## src/rtl/neuron_pkg.sv

```systemverilog
// Shared constants and helpers for the spike-to-AER path.
// - N_NEURONS / ADDR_W : spike vector width and matching neuron address width
// - TS_W               : timestep stamp width
// - FIFO_DEPTH         : AER FIFO entries (power of 2, >= 2)
// - AER_W / DROP_W     : packed AER word width and drop counter width
// - pack_aer()         : builds an AER word as {addr, ts}
package neuron_pkg;

    localparam int unsigned N_NEURONS  = 8;
    localparam int unsigned ADDR_W     = $clog2(N_NEURONS);
    localparam int unsigned TS_W       = 8;
    localparam int unsigned FIFO_DEPTH = 4;
    localparam int unsigned AER_W      = ADDR_W + TS_W;
    localparam int unsigned DROP_W     = 8;

    function automatic logic [AER_W-1:0] pack_aer(input logic [ADDR_W-1:0] addr,
                                                  input logic [TS_W-1:0]   ts);
        return {addr, ts};
    endfunction

endpackage

```

## src/rtl/spike_aer_encoder_if.sv

```systemverilog
// AER output stream (valid/ready) between the encoder and the pin driver.
// - aer_valid : head event present (driven by master)
// - aer_ready : consumer accepts the head (driven by slave)
// - aer_addr  : neuron index of the head event
// - aer_ts    : timestep stamp of the head event
interface spike_aer_encoder_if;
    import neuron_pkg::*;

    logic              aer_valid;
    logic              aer_ready;
    logic [ADDR_W-1:0] aer_addr;
    logic [TS_W-1:0]   aer_ts;

    modport master (output aer_valid, output aer_addr, output aer_ts, input aer_ready);
    modport slave  (input aer_valid, input aer_addr, input aer_ts, output aer_ready);

endinterface

```

## src/rtl/aer_fifo.sv

```systemverilog
// Synchronous FIFO holding packed AER words.
// - clk, reset : rising-edge clock, synchronous active-high reset
// - push       : write push_data (accepted when not full, or when a pop frees a slot)
// - pop        : remove head (ignored when empty)
// - full/empty : occupancy flags
// - head       : data at the read pointer (undefined content when empty)
module aer_fifo #(
    parameter int unsigned DEPTH = 4,
    parameter int unsigned WIDTH = 11
) (
    input  logic             clk,
    input  logic             reset,
    input  logic             push,
    input  logic [WIDTH-1:0] push_data,
    input  logic             pop,
    output logic             full,
    output logic             empty,
    output logic [WIDTH-1:0] head
);
    localparam int unsigned IDX_W = $clog2(DEPTH);
    localparam logic [IDX_W:0] PTR_ONE = 1;

    // Pointers carry one extra wrap bit so full and empty are distinguishable.
    logic [IDX_W:0]   wr_ptr_q, rd_ptr_q;
    logic [WIDTH-1:0] mem_q [DEPTH];
    logic             do_push, do_pop;

    assign empty   = (wr_ptr_q == rd_ptr_q);
    assign full    = (wr_ptr_q[IDX_W] != rd_ptr_q[IDX_W]) &&
                     (wr_ptr_q[IDX_W-1:0] == rd_ptr_q[IDX_W-1:0]);
    assign do_pop  = pop && !empty;
    // A full FIFO still takes a push when the head leaves in the same cycle.
    assign do_push = push && (!full || do_pop);
    assign head    = mem_q[rd_ptr_q[IDX_W-1:0]];

    always_ff @(posedge clk) begin
        if (reset) begin
            wr_ptr_q <= '0;
            rd_ptr_q <= '0;
        end else begin
            if (do_push) wr_ptr_q <= wr_ptr_q + PTR_ONE;
            if (do_pop)  rd_ptr_q <= rd_ptr_q + PTR_ONE;
        end
    end

    always_ff @(posedge clk) begin
        if (do_push) mem_q[wr_ptr_q[IDX_W-1:0]] <= push_data;
    end

endmodule

```

## src/rtl/spike_aer_encoder.sv

```systemverilog
// Converts per-timestep spike vectors into a stream of AER events {addr, ts}.
// - clk, reset   : rising-edge clock, synchronous active-high reset
// - spikes_in    : spike vector of the current timestep
// - spikes_valid : one-cycle strobe marking the end of a timestep
// - aer          : AER output stream (master side)
// - busy         : events still pending or queued
// - overflow     : sticky, a non-empty timestep was dropped
// - drop_cnt     : saturating count of dropped non-empty timesteps
module spike_aer_encoder
    import neuron_pkg::*;
(
    input  logic                 clk,
    input  logic                 reset,
    input  logic [N_NEURONS-1:0] spikes_in,
    input  logic                 spikes_valid,
    spike_aer_encoder_if.master  aer,
    output logic                 busy,
    output logic                 overflow,
    output logic [DROP_W-1:0]    drop_cnt
);
    logic [TS_W-1:0]      ts_cnt_q, ts_cnt_d;
    logic [TS_W-1:0]      ts_latched_q, ts_latched_d;
    logic [N_NEURONS-1:0] pending_q, pending_d;
    logic                 overflow_q, overflow_d;
    logic [DROP_W-1:0]    drop_cnt_q, drop_cnt_d;

    logic [ADDR_W-1:0]    low_idx;
    logic                 fifo_full, fifo_empty, pop, drain, strobe_hit;
    logic [AER_W-1:0]     fifo_head;

    // Lowest set bit of pending; scanning downward lets the lowest index win.
    always_comb begin
        low_idx = '0;
        for (int i = N_NEURONS - 1; i >= 0; i--) begin
            if (pending_q[i]) low_idx = ADDR_W'(i);
        end
    end

    assign pop        = !fifo_empty && aer.aer_ready;
    assign drain      = (pending_q != '0) && (!fifo_full || pop);
    assign strobe_hit = spikes_valid && (spikes_in != '0);

    always_comb begin
        ts_cnt_d     = ts_cnt_q;
        ts_latched_d = ts_latched_q;
        pending_d    = pending_q;
        overflow_d   = overflow_q;
        drop_cnt_d   = drop_cnt_q;

        if (spikes_valid) ts_cnt_d = ts_cnt_q + 1'b1;
        if (drain) pending_d[low_idx] = 1'b0;

        // Capture/drop decide on the registered pending, so a vector arriving
        // while the last bit drains is still dropped.
        if (strobe_hit) begin
            if (pending_q == '0) begin
                pending_d    = spikes_in;
                ts_latched_d = ts_cnt_q;
            end else begin
                overflow_d = 1'b1;
                if (drop_cnt_q != '1) drop_cnt_d = drop_cnt_q + 1'b1;
            end
        end
    end

    always_ff @(posedge clk) begin
        if (reset) begin
            ts_cnt_q     <= '0;
            ts_latched_q <= '0;
            pending_q    <= '0;
            overflow_q   <= 1'b0;
            drop_cnt_q   <= '0;
        end else begin
            ts_cnt_q     <= ts_cnt_d;
            ts_latched_q <= ts_latched_d;
            pending_q    <= pending_d;
            overflow_q   <= overflow_d;
            drop_cnt_q   <= drop_cnt_d;
        end
    end

    aer_fifo #(
        .DEPTH (FIFO_DEPTH),
        .WIDTH (AER_W)
    ) u_fifo (
        .clk       (clk),
        .reset     (reset),
        .push      (drain),
        .push_data (pack_aer(low_idx, ts_latched_q)),
        .pop       (pop),
        .full      (fifo_full),
        .empty     (fifo_empty),
        .head      (fifo_head)
    );

    // Head fields are forced to zero while empty so stale slots never show.
    assign aer.aer_valid = !fifo_empty;
    assign aer.aer_addr  = fifo_empty ? '0 : fifo_head[AER_W-1:TS_W];
    assign aer.aer_ts    = fifo_empty ? '0 : fifo_head[TS_W-1:0];

    assign busy     = (pending_q != '0) || !fifo_empty;
    assign overflow = overflow_q;
    assign drop_cnt = drop_cnt_q;

endmodule
```

## src/flat_wrapper.sv

```systemverilog
// flat-port wrapper written by rule: the top's interface ports become plain ports
module spike_aer_encoder_flat import neuron_pkg::*;
  (clk, reset, spikes_in, spikes_valid, busy, overflow, drop_cnt, aer_aer_valid, aer_aer_addr, aer_aer_ts, aer_aer_ready);
  spike_aer_encoder_if aer_i ();
  input  logic clk;
  input  logic reset;
  input  logic [N_NEURONS-1:0] spikes_in;
  input  logic spikes_valid;
  output logic busy;
  output logic overflow;
  output logic [DROP_W-1:0] drop_cnt;
  output wire logic [$bits(aer_i.aer_valid)-1:0] aer_aer_valid;
  output wire logic [$bits(aer_i.aer_addr)-1:0] aer_aer_addr;
  output wire logic [$bits(aer_i.aer_ts)-1:0] aer_aer_ts;
  input wire logic [$bits(aer_i.aer_ready)-1:0] aer_aer_ready;
  assign aer_aer_valid = aer_i.aer_valid;
  assign aer_aer_addr = aer_i.aer_addr;
  assign aer_aer_ts = aer_i.aer_ts;
  assign aer_i.aer_ready = aer_aer_ready;
  spike_aer_encoder u_core (.clk(clk), .reset(reset), .spikes_in(spikes_in), .spikes_valid(spikes_valid), .aer(aer_i), .busy(busy), .overflow(overflow), .drop_cnt(drop_cnt));
endmodule
```

## config.mk

```make
export PLATFORM = sky130hd
export DESIGN_NAME = spike_aer_encoder_flat
export DESIGN_NICKNAME = d
export VERILOG_FILES = /design/src/rtl/neuron_pkg.sv /design/src/rtl/spike_aer_encoder_if.sv /design/src/rtl/aer_fifo.sv /design/src/rtl/spike_aer_encoder.sv /design/src/flat_wrapper.sv
export SDC_FILE = /design/constraint.sdc
export NUM_CORES = 1
export LEC_CHECK = 0
export BUFFER_PORTS_ARGS = -buffer_cell sky130_fd_sc_hd__buf_2
export CORE_ASPECT_RATIO = 1.75
export CORE_MARGIN = 2
export CORE_UTILIZATION = 58
export DETAILED_ROUTE_END_ITERATION = 10
export PLACE_DENSITY_LB_ADDON = 0.05
export SLEW_MARGIN = 20
export SYNTH_ARGS = -nofsm -noshare
export SYNTH_HDL_FRONTEND = slang
export SYNTH_SLANG_ARGS = --single-unit
```

## constraint.sdc

```tcl
create_clock -name clk -period 2.5 [get_ports clk]
set_input_delay 0.625 -clock clk [delete_from_list [all_inputs] [get_ports clk]]
set_output_delay 0.625 -clock clk [all_outputs]
set_load 0.01 [all_outputs]
```

; After elaboration in Yosys (flattened, before gate mapping)
; Memory sizes are Yosys's and may differ from the RTL's. A register that Yosys moved wholly into a read port is not among the register bits.
; Cells that the tools add are included.
[op_classes]
n_addsub = 4
multipliers = 0
n_div = 0
n_lt_le_gt_ge = 2
n_eq_ne = 4
n_shift = 0
muxes = 19
n_bitwise = 3
n_reduce_logical = 18
[op_table]
columns = cell, n
row1 = two-way mux 8 bit, 4
row2 = two-way mux 3 bit, 9
row3 = adder 8 x 1 -> 8 bit (second input constant), 2
row4 = nonzero test 8 bit, 2
row5 = AND 8 bit, 1
row6 = zero test 8 bit, 1
row7 = != test 8 bit (second input constant), 1
row8 = NOT 8 bit, 1
row9 = logical AND 1 bit, 7
row10 = adder 3 x 1 -> 3 bit (second input constant), 2
row11 = less-than comparator 3 x 4 -> 1 bit (second input constant), 1
row12 = two-way mux 2 bit, 2
row13 = AND reduction 2 bit, 2
row14 = demux 1 bit (select 3 bit), 1
row15 = equality test 3 bit, 1
row16 = >= comparator 3 x 1 -> 1 bit (second input constant), 1
row17 = logical OR 1 bit, 3
row18 = two-way mux 1 bit, 3
row19 = AND reduction 3 bit, 1
row20 = equality test 2 bit, 1
row21 = zero test 1 bit, 2
row22 = != test 1 bit, 1
row23 = NOT 1 bit, 1
[word_totals]
reg_bits = 39
latch_bits = 0
ramBits = 44
rom_bits = 0
out_inout_bits = 22
elab_cells = 58
n_memories = 1
[mem_list]
columns = memory, words, word_bits, read_ports, rd_clocked_by_memory_dff, wr, line_no
row1 = u_core.u_fifo.mem_q, 4, 11, 1, 1, 1, aer_fifo.sv:25  ; logic [WIDTH-1:0] mem_q [DEPTH];

; Logic depth before layout (Yosys ltp)
[logic_depth]
word_depth = 17
mapped_depth = 6
mapped_depth_nobuf = 6

; Hierarchy
; A second synthesis with hierarchy kept.
[hier_totals]
cells_unflattened = 317
hier_area_um2 = 3781.1
[by_module_without_submodules]
columns = mod, instances, cells_per_inst, area_each_um2, seq_area_each_um2
row1 = aer_fifo, 1, 112, 2127.0, 1481.4
row2 = spike_aer_encoder, 1, 205, 1654.1, 660.6

; Least setup slack after synthesis
; No wires, ideal clock.
[synth_path]
path_type = input to register
startpoint = input port spikes_in[0]
endpoint = register u_core.drop_cnt_q[5], in the netlist u_core.drop_cnt[5]
arrival_ps = 1990
required_ps = 2379
path_slack_ps = 390
cell_stages = 5
path_buffers = 0
path_cell_list = or4_1 -> o21ai_4 -> nor3_1 -> nand4_1 -> mux2_2
[synth_between]
elab_chain_len = 3
[synth_rtl]
columns = item, line_no
row1 = "start, declared", flat_wrapper.sv:7  ; input logic [N_NEURONS-1:0] spikes_in;
row2 = nonzero test 8 bit, spike_aer_encoder.sv:41  ; assign strobe_hit = spikes_valid && (spikes_in != '0);
row3 = logical AND 1 bit, spike_aer_encoder.sv:41
row4 = AND reduction 3 bit (no line), -
row5 = "end signal, assigned", spike_aer_encoder.sv:78  ; drop_cnt_q <= drop_cnt_d;
row6 = "end, declared", spike_aer_encoder.sv:25  ; logic [DROP_W-1:0] drop_cnt_q, drop_cnt_d;
; Every way passes these cells.
; A chain may end at the register's enable or synchronous reset.

==> flow_metrics.env <==
export IMPL_register_bit_total_from_synthesis=85
export IMPL_synth_net_count=293
export IMPL_timing_critical_path_arrival_ns=1.72
export IMPL_place_detailed_instances=382
export IMPL_drv_slew=0
export IMPL_internal_mw=3.07
export IMPL_yosysSeqAreaShare=0.611
export IMPL_die_area_um2=6710
export IMPL_route_detailed_drc=0
export IMPL_fin_skew_ns=0.00753
export IMPL_worstSkewPairLatency_ns=0.36
export IMPL_critical_path_startpoint_type="flip-flop"
export IMPL_grt_busiest_layer="met2"
export IMPL_post_route_cells_drive_above_1_share=0.231
export IMPL_timing_hold_violations_final=0
export IMPL_start_util=0.596
export IMPL_io_pins=34
export IMPL_critical_path_top_delay_family="multiplexers"
export IMPL_finalPower_mw=4.39
export IMPL_fillers=469
export IMPL_r2r_end="u_core.u_fifo.wr_ptr_q[2]"
export IMPL_worstSetupPathType="reg -> out"
export IMPL_synth_distinct_cells=42
export IMPL_p_sw_mw=1.32
export IMPL_die_width_um=62.8
export IMPL_hold_path_depth=2
export IMPL_grt_setup_unrepaired="no"
export IMPL_syn_to_final_growth_pct=14.7
export IMPL_crit_slowest_cell="sky130_fd_sc_hd__mux4_2"
export IMPL_grt_first_pass_wirelength_mm=9.67
export IMPL_setup_tns_ns=0
export IMPL_stdcell_count=399
export IMPL_reg2reg_from="u_core.pending_q[0]"
export IMPL_gate_count_of_the_mapped_netlist=274
export IMPL_crit_required_ns=1.88
export IMPL_detail_route_antenna_nets=0
export IMPL_clock_sinks=85
export IMPL_slew_headroom=0.607
export IMPL_largest_net_degree_at_the_start_of_global_routing=27
export IMPL_result_of_the_run="completed"
export IMPL_layout_setup_ws_ns=0.154
export IMPL_cts_buffers=9
export IMPL_gr_usage_met3=0.0504
export IMPL_power_density_nw_per_um2=1090
export IMPL_htreeDepth=3
export IMPL_nets=335
export IMPL_yosys_warnings=0
export IMPL_port_buffers=33
export IMPL_cts_hold_buf=0
export IMPL_groute_layer_met1_usage=0.206
export IMPL_iter_0_drt_violations=54
export IMPL_timing_max_cap_violations=0
export IMPL_max_slew_worst_pin_slew_ns=0.589
export IMPL_antenna_cells_inserted=0
export IMPL_hold_path_class="reg -> reg"
export IMPL_globalRouteTotalUtil=0.191
export IMPL_clockBufferDepth=2
export IMPL_share_seq_of_total_power=0.429
export IMPL_power_static_leakage_nw=1.52
export IMPL_cts_resized=0
export IMPL_synth_edf_count=44
export IMPL_mostFrequentLayoutCells="sky130_fd_sc_hd__edfxtp_1, sky130_fd_sc_hd__dfxtp_1, sky130_fd_sc_hd__nor2_1"
export IMPL_drtPass1Iterations=4
export IMPL_rows=37
export IMPL_die_height_um=107
export IMPL_final_critical_delay_including_setup_and_external_delays_ns=2.35
export IMPL_syn_area_per_cell_um2=12.8
export IMPL_path_max_fanout=11
export IMPL_power_clock_fraction=0.264
export IMPL_clk_pin_slew_worst_paths_ns=0.09
export IMPL_critPathMaxStageDelay_ns=0.53
export IMPL_grt_pass1_vias=2119
export IMPL_async_reset_ff_frac=0
export IMPL_final_common_cell="sky130_fd_sc_hd__edfxtp_1"
export IMPL_worst_hold_path_endpoint="u_core.overflow"
export IMPL_detailedPlace_worstSlack_ns=0.294
export IMPL_yosys_most_used_dff="sky130_fd_sc_hd__edfxtp_1"
export IMPL_gp_routability_congestion=0.767
export IMPL_worst_hold_slack_ns=0.481
export IMPL_pwr_share_comb=0.306
export IMPL_register_to_register_setup_slack_ns=0.49
export IMPL_switching_share=0.301
export IMPL_vias=2138
export IMPL_routed_wire_length_per_instance_um=14.3
export IMPL_cell_by_cell_listing_of_the_critical_path="buf_4 -> mux4_2 -> and2_1 -> buf_2"
export IMPL_grt_residual_overflow=0
export IMPL_max_freq_ghz=0.426
export IMPL_post_cts_setup_buffer_count=0
export IMPL_path_buf_inv=2
export IMPL_finalWirelength_mm=5.71
export IMPL_timing_hold_worst_start="u_core.overflow"
export IMPL_post_route_period_util=0.938
export IMPL_tritoncts_clock_tree="built"
export IMPL_antenna_found_initial=0
export IMPL_met2_resource_use_gr=0.341
export IMPL_cts_root_buf="sky130_fd_sc_hd__clkbuf_8"
export IMPL_post_dp_hpwl_mm=4.00
export IMPL_end_kind="primary output"
export IMPL_worstRegToRegCells=5
export IMPL_detail_route_vias_per_cell=5.36
export IMPL_max_vdd_ir_drop_mv=0.616
export IMPL_timing_final_setup_violations=0
export IMPL_synth_cell_area_um2=3510
export IMPL_coreArea_um2=5880
-- power groups by stage --
stage               registers [mW]  logic (mW)  clock network [mW]
CTS                           1.89        1.34                1.18
global placement              1.91        1.34                   0
floorplan                     1.89       0.946                   0
detailed placement            1.92        1.34                   0
global route                  1.92        1.50                1.23
finish                        1.89        1.34                1.16
-- cell usage after synthesis (2+ instances only) --
cell type                  instances  share of area
sky130_fd_sc_hd__nor2_1           37          0.040
sky130_fd_sc_hd__mux2i_1          10          0.029
sky130_fd_sc_hd__mux4_2           11          0.071
sky130_fd_sc_hd__or3_1             2         0.0036
sky130_fd_sc_hd__and2_1           13          0.023
sky130_fd_sc_hd__nand3_1           4         0.0057
sky130_fd_sc_hd__o21ai_0           6         0.0086
sky130_fd_sc_hd__ha_1              7          0.025
sky130_fd_sc_hd__nor3_1            5         0.0071
sky130_fd_sc_hd__xor2_1            7          0.017
sky130_fd_sc_hd__nor2b_1           2         0.0036
sky130_fd_sc_hd__and3_1            6          0.011
sky130_fd_sc_hd__xnor2_1          10          0.025
sky130_fd_sc_hd__dfxtp_1          41           0.23
sky130_fd_sc_hd__a21oi_1          11          0.016
sky130_fd_sc_hd__clkbuf_1          7         0.0075
sky130_fd_sc_hd__nor4_2            2         0.0071
sky130_fd_sc_hd__a22oi_1           3         0.0064
sky130_fd_sc_hd__edfxtp_1         44           0.38
sky130_fd_sc_hd__nand2_1          17          0.018
sky130_fd_sc_hd__nand4_1           4         0.0071
sky130_fd_sc_hd__inv_1             5         0.0054
-- worst max path at each step --
stage / from / to / slack, ns / depth (start not counted)
floorplan: spikes_in[0] / u_core.drop_cnt[5] / 0.39 / 5
global placement: spikes_in[0] / u_core.drop_cnt[5] / 0.32 / 6
detailed placement: spikes_in[0] / u_core.drop_cnt[5] / 0.29 / 6
CTS: flip-flop / aer_aer_addr[0] / 0.11 / 4
global route: flip-flop / aer_aer_ts[0] / 0.03 / 4
finish: flip-flop / aer_aer_addr[0] / 0.15 / 4
-- state kept, by name (all words and copies together) (netlist names), named ones only --
register                flops
u_core.overflow             1
u_core.u_fifo.mem_q        44
u_core.ts_latched_q         8
u_core.u_fifo.wr_ptr_q      3
u_core.u_fifo.rd_ptr_q      3
u_core.ts_cnt_q             8
u_core.drop_cnt             8
u_core.pending_q            8
-- through the flow --
| stage | util | instance area, um^2 |
|---|---|---|
| 5_1_grt | 0.684 | 4020 |
| 2_1_floorplan | - | 3510 |
| 3_5_place_dp | 0.641 | 3770 |
| 3_3_place_gp | 0.641 | 3770 |
| 6_report | 0.684 | 4020 |
| 4_1_cts | 0.683 | 4010 |
-- layer usage --
metal | vias to the layer above | routed length (um)
met5 | - | 0
met4 | 0 | 159
met3 | 13 | 213
met2 | 46 | 2950
met1 | 1003 | 2390
li1 | 1076 | -
-- worst min-delay path, stage by stage (launching register included) --
cell	delay, ns
sky130_fd_sc_hd__dfxtp_1	0.33
sky130_fd_sc_hd__nor2_1	0.05
sky130_fd_sc_hd__nor2_1	0.07
-- kinds of logic (layout without fill, tap and decap cells) --
kind of cell,after synthesis,count (layout),share of synthesized area
AOI/OAI and AO/OA,28,28,0.0510
xor gates and xnor gates,17,17,0.0425
adders and majority gates,7,7,0.0250
buffers and inverters,14,61,0.0186
DFF,85,85,0.611
muxes,22,22,0.102
and+or+nand+nor,101,101,0.150
-- cell type report --
cell class | count | area (um^2) | area share
clock inverters | 7 | 123 | 0.0305
well taps | 78 | 97.6 | 0.0243
multi-input cells | 175 | 1300 | 0.323
clock buffers | 9 | 124 | 0.0308
repair buffers | 40 | 218 | 0.0541
flip-flops and latches | 85 | 2140 | 0.533
inverters | 5 | 18.8 | 0.00467
(Power assumes the default switching activity.)
